[config.mk]
export PLATFORM = sky130hd
export DESIGN_NAME = spram_fifo_sched_flat
export DESIGN_NICKNAME = d
export VERILOG_FILES = /design/src/rtl/spram_fifo_sched_pkg.sv /design/src/rtl/spram_fifo_sched_if.sv /design/src/rtl/spram_fifo_sched_obuf.sv /design/src/rtl/spram_fifo_sched.sv /design/src/flat_wrapper.sv
export SDC_FILE = /design/constraint.sdc
export NUM_CORES = 1
export LEC_CHECK = 0
export BUFFER_PORTS_ARGS = -buffer_cell sky130_fd_sc_hd__buf_4
export CELL_PAD_IN_SITES_DETAIL_PLACEMENT = 2
export CELL_PAD_IN_SITES_GLOBAL_PLACEMENT = 2
export CORE_AREA = 2 2 97 169
export DETAILED_ROUTE_END_ITERATION = 8
export DIE_AREA = 0 0 99 171
export PLACE_DENSITY_LB_ADDON = 0.1
export SKIP_LAST_GASP = 1
export SYNTH_ARGS = -nofsm -noshare
export SYNTH_HDL_FRONTEND = slang
export SYNTH_SLANG_ARGS = --single-unit
[constraint.sdc]
create_clock -name clk -period 5.12 [get_ports clk]
set_input_delay 0 -clock clk [delete_from_list [all_inputs] [get_ports clk]]
set_output_delay 0 -clock clk [all_outputs]
set_load 0.01 [all_outputs]
[src/rtl/spram_fifo_sched_pkg.sv]
// Shared definitions for the SPRAM FIFO scheduler: the per-cycle RAM operation
// encoding, the output-buffer depth and the width helper for the level counter.
package spram_sched_pkg;

   typedef enum logic [1:0] {
      OP_IDLE  = 2'd0,
      OP_WRITE = 2'd1,
      OP_READ  = 2'd2
   } op_e;

   // Words that can wait in front of the consumer once they have left the RAM
   localparam int OBUF_DEPTH = 2;

   // The level counter has to reach 2**addr_bits, so it needs one bit more
   // than the RAM address
   function automatic int level_width(input int addr_bits);
      return addr_bits + 1;
   endfunction

endpackage

[src/rtl/spram_fifo_sched_if.sv]
// Stream and RAM-side bundle of the SPRAM FIFO scheduler.
// The slave modport is the scheduler's view; master is the view of the
// producer/consumer/RAM environment around it.
interface spram_fifo_sched_if #(
   parameter int ADDR_BITS  = 14,
   parameter int DATA_WIDTH = 16
);
   import spram_sched_pkg::*;

   localparam int LW = level_width(ADDR_BITS);

   logic                  flush;
   logic [DATA_WIDTH-1:0] wr_data;
   logic                  wr_valid;
   logic                  wr_ready;
   logic [DATA_WIDTH-1:0] rd_data;
   logic                  rd_valid;
   logic                  rd_ready;
   logic [LW-1:0]         level;
   logic [ADDR_BITS-1:0]  ram_addr;
   logic [DATA_WIDTH-1:0] ram_wdata;
   logic                  ram_we;
   logic                  ram_cs;
   logic [DATA_WIDTH-1:0] ram_rdata;

   modport slave (
      input  flush, wr_data, wr_valid, rd_ready, ram_rdata,
      output wr_ready, rd_data, rd_valid, level, ram_addr, ram_wdata, ram_we, ram_cs
   );

   modport master (
      output flush, wr_data, wr_valid, rd_ready, ram_rdata,
      input  wr_ready, rd_data, rd_valid, level, ram_addr, ram_wdata, ram_we, ram_cs
   );

endinterface

[src/rtl/spram_fifo_sched_obuf.sv]
// Two-entry output skid FIFO that absorbs the RAM read latency. The head word
// drives rd_data directly; push and pop in the same cycle are both honoured.
module spram_sched_obuf
   import spram_sched_pkg::*;
#(
   parameter int DATA_WIDTH = 16
) (
   input  logic                  clk,
   input  logic                  reset_n,
   input  logic                  clear,
   input  logic                  push,
   input  logic [DATA_WIDTH-1:0] push_data,
   input  logic                  pop,
   output logic [1:0]            cnt,
   output logic [DATA_WIDTH-1:0] head
);

   logic [DATA_WIDTH-1:0] mem [OBUF_DEPTH];
   logic                  wr_idx;
   logic                  rd_idx;

   // Entry storage and ring indices; clear drops contents without touching data
   always_ff @(posedge clk or negedge reset_n) begin
      if (!reset_n) begin
         for (int i = 0; i < OBUF_DEPTH; i++) begin
            mem[i] <= '0;
         end
         wr_idx <= 1'b0;
         rd_idx <= 1'b0;
         cnt    <= 2'd0;
      end else if (clear) begin
         wr_idx <= 1'b0;
         rd_idx <= 1'b0;
         cnt    <= 2'd0;
      end else begin
         if (push) begin
            mem[wr_idx] <= push_data;
            wr_idx      <= ~wr_idx;
         end
         if (pop) begin
            rd_idx <= ~rd_idx;
         end
         cnt <= cnt + {1'b0, push} - {1'b0, pop};
      end
   end

   assign head = mem[rd_idx];

endmodule

[src/rtl/spram_fifo_sched.sv]
// Streaming FIFO scheduler for one single-port SPRAM bank. Each cycle it
// issues at most one RAM access (write push or read prefetch) and hides the
// registered read latency behind a 2-entry output buffer.
// Optional build macro SPRAM_SCHED_RR_EN: contended write/read grants
// alternate round-robin instead of writes always winning.
module spram_fifo_sched
   import spram_sched_pkg::*;
#(
   parameter int ADDR_BITS  = 14,
   parameter int DATA_WIDTH = 16
) (
   input  logic               clk,
   input  logic               reset_n,
   spram_fifo_sched_if.slave  bus
);

   localparam int LW = level_width(ADDR_BITS);
   localparam logic [LW-1:0] CAP = {1'b1, {ADDR_BITS{1'b0}}};

   logic [ADDR_BITS-1:0]  wr_ptr;
   logic [ADDR_BITS-1:0]  rd_ptr;
   logic [LW-1:0]         stored;      // words still sitting in the RAM
   logic [LW-1:0]         level_q;     // RAM + in-flight + buffered words
   logic                  rd_inflight; // RAM data arrives this cycle
   logic                  active;      // keeps the RAM quiet until the first edge after reset
   logic [1:0]            buf_cnt;
   logic [DATA_WIDTH-1:0] buf_head;
   logic                  want_rd;
   logic                  want_wr;
   logic                  do_wr;
   logic                  do_rd;
   logic                  do_pop;
   op_e                   op;

`ifdef SPRAM_SCHED_RR_EN
   op_e                   last_grant;
`endif

   // Arbitration: an empty buffer always gets the read first so the consumer
   // is never starved; otherwise writes win (or alternate under round-robin)
   always_comb begin
      want_rd = (stored != '0) && ((int'(buf_cnt) + int'(rd_inflight)) < OBUF_DEPTH);
      want_wr = bus.wr_valid && (level_q != CAP);
      op      = OP_IDLE;
      if (active && !bus.flush) begin
         if (want_rd && (buf_cnt == 2'd0)) begin
            op = OP_READ;
`ifdef SPRAM_SCHED_RR_EN
         end else if (want_wr && want_rd) begin
            op = (last_grant == OP_READ) ? OP_WRITE : OP_READ;
`endif
         end else if (want_wr) begin
            op = OP_WRITE;
         end else if (want_rd) begin
            op = OP_READ;
         end
      end
   end

   assign do_wr  = (op == OP_WRITE);
   assign do_rd  = (op == OP_READ);
   assign do_pop = (buf_cnt != 2'd0) && bus.rd_ready && !bus.flush;

   assign bus.wr_ready  = do_wr;
   assign bus.ram_cs    = do_wr || do_rd;
   assign bus.ram_we    = do_wr;
   assign bus.ram_addr  = do_wr ? wr_ptr : rd_ptr;
   assign bus.ram_wdata = bus.wr_data;
   assign bus.rd_valid  = (buf_cnt != 2'd0);
   assign bus.rd_data   = buf_head;
   assign bus.level     = level_q;

   // Pointers, occupancy counters and the read-in-flight marker
   always_ff @(posedge clk or negedge reset_n) begin
      if (!reset_n) begin
         wr_ptr      <= '0;
         rd_ptr      <= '0;
         stored      <= '0;
         level_q     <= '0;
         rd_inflight <= 1'b0;
         active      <= 1'b0;
      end else begin
         active <= 1'b1;
         if (bus.flush) begin
            wr_ptr      <= '0;
            rd_ptr      <= '0;
            stored      <= '0;
            level_q     <= '0;
            rd_inflight <= 1'b0;
         end else begin
            if (do_wr) wr_ptr <= wr_ptr + 1'b1;
            if (do_rd) rd_ptr <= rd_ptr + 1'b1;
            rd_inflight <= do_rd;
            stored      <= stored + LW'(do_wr) - LW'(do_rd);
            level_q     <= level_q + LW'(do_wr) - LW'(do_pop);
         end
      end
   end

`ifdef SPRAM_SCHED_RR_EN
   // Remembers the last granted access so contended grants alternate
   always_ff @(posedge clk or negedge reset_n) begin
      if (!reset_n) begin
         last_grant <= OP_READ;
      end else if (op != OP_IDLE) begin
         last_grant <= op;
      end
   end
`endif

   // A word returning in the flush cycle is dropped by the buffer clear
   spram_sched_obuf #(
      .DATA_WIDTH (DATA_WIDTH)
   ) u_obuf (
      .clk       (clk),
      .reset_n   (reset_n),
      .clear     (bus.flush),
      .push      (rd_inflight),
      .push_data (bus.ram_rdata),
      .pop       (do_pop),
      .cnt       (buf_cnt),
      .head      (buf_head)
   );

endmodule

[src/flat_wrapper.sv]
// flat-port wrapper written by rule: the top's interface ports become plain ports
module spram_fifo_sched_flat import spram_sched_pkg::*;
#(
   parameter int ADDR_BITS  = 14,
   parameter int DATA_WIDTH = 16
)
  (clk, reset_n, bus_flush, bus_wr_data, bus_wr_valid, bus_rd_ready, bus_ram_rdata, bus_wr_ready, bus_rd_data, bus_rd_valid, bus_level, bus_ram_addr, bus_ram_wdata, bus_ram_we, bus_ram_cs);
  spram_fifo_sched_if #(.ADDR_BITS(ADDR_BITS), .DATA_WIDTH(DATA_WIDTH)) bus_i ();
  input  logic clk;
  input  logic reset_n;
  input wire logic [$bits(bus_i.flush)-1:0] bus_flush;
  input wire logic [$bits(bus_i.wr_data)-1:0] bus_wr_data;
  input wire logic [$bits(bus_i.wr_valid)-1:0] bus_wr_valid;
  input wire logic [$bits(bus_i.rd_ready)-1:0] bus_rd_ready;
  input wire logic [$bits(bus_i.ram_rdata)-1:0] bus_ram_rdata;
  output wire logic [$bits(bus_i.wr_ready)-1:0] bus_wr_ready;
  output wire logic [$bits(bus_i.rd_data)-1:0] bus_rd_data;
  output wire logic [$bits(bus_i.rd_valid)-1:0] bus_rd_valid;
  output wire logic [$bits(bus_i.level)-1:0] bus_level;
  output wire logic [$bits(bus_i.ram_addr)-1:0] bus_ram_addr;
  output wire logic [$bits(bus_i.ram_wdata)-1:0] bus_ram_wdata;
  output wire logic [$bits(bus_i.ram_we)-1:0] bus_ram_we;
  output wire logic [$bits(bus_i.ram_cs)-1:0] bus_ram_cs;
  assign bus_i.flush = bus_flush;
  assign bus_i.wr_data = bus_wr_data;
  assign bus_i.wr_valid = bus_wr_valid;
  assign bus_i.rd_ready = bus_rd_ready;
  assign bus_i.ram_rdata = bus_ram_rdata;
  assign bus_wr_ready = bus_i.wr_ready;
  assign bus_rd_data = bus_i.rd_data;
  assign bus_rd_valid = bus_i.rd_valid;
  assign bus_level = bus_i.level;
  assign bus_ram_addr = bus_i.ram_addr;
  assign bus_ram_wdata = bus_i.ram_wdata;
  assign bus_ram_we = bus_i.ram_we;
  assign bus_ram_cs = bus_i.ram_cs;
  spram_fifo_sched #(.ADDR_BITS(ADDR_BITS), .DATA_WIDTH(DATA_WIDTH)) u_core (.clk(clk), .reset_n(reset_n), .bus(bus_i));
endmodule
==> results_dict.tcl <==
set metrics [dict create \
    slowest_delay_ns 0.44 \
    fin_skew_ns 0.009279 \
    ir_drop_v 0.0001741 \
    synthDominantCellAreaShare_pct 40.44 \
    maxSlewViolCount 0 \
    die_area_mm2 0.01693 \
    synth_largest_area_cell "dfrtp_1" \
    ys_warn_count 0 \
    first_pass_iters 4 \
    period_minus_slack_ns 3.850 \
    hold_viol 0 \
    path_class "reg -> reg" \
    synth_flop_cell "dfrtp_1" \
    status "completed" \
    synthTopCellsByCount "dfrtp_1 (96), nor2_1 (73), mux2_2 (68), ha_1 (48), inv_1 (48)" \
    utilization_pct 44.66 \
    required_ns 5.35 \
    cp_slowest_cell "a211oi_1" \
    cts_resized 0 \
    cp_max_fo 5 \
    synth_edf_count 0 \
    grt_antenna_before_repair 0 \
    ys_seq_area_share_pct 40.44 \
    core_area_mm2 0.01565 \
    worst_pin_slew_ns 1.072 \
    track_usage_pct 20.26 \
    ys_seq_elements 96 \
    tns_ns 0 \
    dp_hpwl_um 11590 \
    cts_tree "built" \
    grt_remaining_overflow 0 \
    hold_class "in -> out" \
    fin_crit_sh_pct 75.20 \
    rows 61 \
    synthCells 588 \
    grt_first_pass_wirelength_um 27080 \
    yosysMostFrequentCell "dfrtp_1" \
    start_kind "flip-flop" \
    drt-initial-drc-count 83 \
    cts_buffers 9 \
    drv_cap 0 \
    layout-drive-gt1-share_pct 24.85 \
    ctsHoldBuffers 17 \
    clkLatencyLatePin_ns 0.36 \
    io_buffer_count 69 \
    vias_per_cell 5.342 \
    nets 742 \
    syn_nets 675 \
    p_leak_nw 3.281 \
    whs_ns 0.000004441 \
    path_cells "inv_1 > ha_1 > nand4_1 > nor4_1 > nor2_1 > nor2_1 > and2_1 > ha_1 > inv_1 > ha_1 > inv_1 > fa_1 > and2b_1 > o311ai_2 > a211oi_1 > a21oi_1 > mux2_2" \
    n_fill_cell 1669 \
    drt_wl_total_um 16280 \
    grt_max_degree 79 \
    syn_area_mm2 0.005941 \
    clockBufferDepth 2 \
    slew_headroom_pct 28.52 \
    syn_to_final_growth_pct 17.63 \
    grt_pass1_vias 5225 \
    root_buffer "clkbuf_16" \
    cts-htree-levels 3 \
    drc 0 \
    synth.avg_cell_area_um2 10.10 \
    pin_count 102 \
    clock-sinks 96 \
    endpoint_kind "flip-flop" \
    globalplace.congestion 0.7452 \
    regArea_mm2 0.002402 \
    die_h_um 171 \
    multiInputGateArea_mm2 0.003164 \
    avgRoutedWirePerCell_um 19.17 \
    initial_core_util_pct 37.97 \
    cts_setup_buffers 0 \
    via_count 4535 \
    num_antenna_cells 0 \
    setup_viol 0 \
    synthTopCellsByArea "dfrtp_1 (40%), mux2_2 (13%), ha_1 (10%)" \
    max_freq_mhz 259.7 \
    cts.reportedPaths.clkPinSlew_ns 0.07 \
    async_flop_share_pct 100.0 \
    powerDensity_mw_per_mm2 544.7 \
    die_x_um 99 \
    rsz0062_at_grt "no" \
    synth.distinct_cells 62 \
    ant_nets 0 \
    arrival_ns 4.08 \
]
## sequential cells by signal, indices dropped and copies added, names as in the netlist
name                  cells
u_core.u_obuf.mem        32
u_core.bus.level         15
u_core.stored            15
u_core.rd_ptr            14
u_core.wr_ptr            14
u_core.u_obuf.cnt         2
u_core.active             1
u_core.rd_inflight        1
u_core.u_obuf.rd_idx      1
u_core.u_obuf.wr_idx      1
## through the flow
step	instance area [um^2]	instances	total power [mW]	setup slack (ns)
after floorplan	5941	588	2.493	1.758
after global placement	6524	816	3.017	1.425
after detailed placement	6524	816	3.127	1.301
after CTS	6988	849	3.864	1.208
after global routing	6988	849	4.144	0.9390
final	6988	849	3.806	1.270
## cells in the final DEF, fill, tap and decap left out, drive strengths merged, types with 14 or more instances in the layout
master       netlist  layout
nor2b             14      14
mux2              69      69
ha                48      48
nor2              73      73
buf               22      72
inv               48      50
a21oi             23      23
nand2             20      20
xor2              23      23
dfrtp             96      96
o21ai             15      15
dlygate4sd3        0      17
xnor2             17      17
## worst paths after layout
kind	depth (start not counted)	startpoint	slack, ns	endpoint
max	17	u_core.stored[12]	1.27	u_core.stored[12]
min	0	bus_wr_data[11]	0.000004	bus_ram_wdata[11]
max reg2reg	17	u_core.stored[12]	1.27	u_core.stored[12]
min reg2reg	1	u_core.u_obuf.mem[1]	0.51	u_core.u_obuf.mem[1]
max in group asynchronous	3	reset_n	3.69	u_core.rd_inflight
min in group asynchronous	2	reset_n	0.07	u_core.bus.level[4]
## per-layer routing
| metal | GRT usage (%) | vias up | wire (um) |
|---|---|---|---|
| met1 | 21.49 | 2333 | 6073 |
| met3 | 2.982 | 14 | 393 |
| met4 | 6.373 | 0 | 267 |
| met5 | 0 | - | 0 |
| met2 | 40.07 | 68 | 9543 |
| li1 | - | 2120 | - |
## layout make-up
cell class,count,area share (%)
Tap cell,189,3.384
Timing Repair Buffer,89,10.17
Inverter,48,2.578
Multi-Input combinational cell,411,45.28
Clock buffer,10,3.277
Sequential cell,96,34.38
Clock inverter,6,0.9311
## kinds of logic (layout without fill, tap and decap cells)
logic type | Yosys count | in the layout | share of synthesized area (%)
simple gates | 175 | 175 | 14.53
buf+inv | 81 | 153 | 6.297
compound gates | 74 | 74 | 8.572
xor+xnor | 40 | 40 | 5.897
flops | 96 | 96 | 40.44
other cells | 1 | 1 | 0.06312
fa+ha+maj | 50 | 50 | 10.78
mux | 71 | 71 | 13.42
## power by group
group	internal (mW)	total, mW	switching (mW)	leakage, nW
clock network	0.382	0.700	0.319	0.143
registers	0.933	1.06	0.127	1.27
logic	0.937	2.05	1.11	1.87
## critical path: cells and delay by family, from the launching register on
family                   cells  cell delay (ns)
flip-flops                   1             0.39
buffers and inverters        3             0.23
multiplexers                 1             0.30
AND/OR/NAND/NOR              6             1.15
AO/OA/AOI/OAI                3             0.75
adder cells (fa/ha/maj)      4             0.92
(Power assumes the default switching activity.)
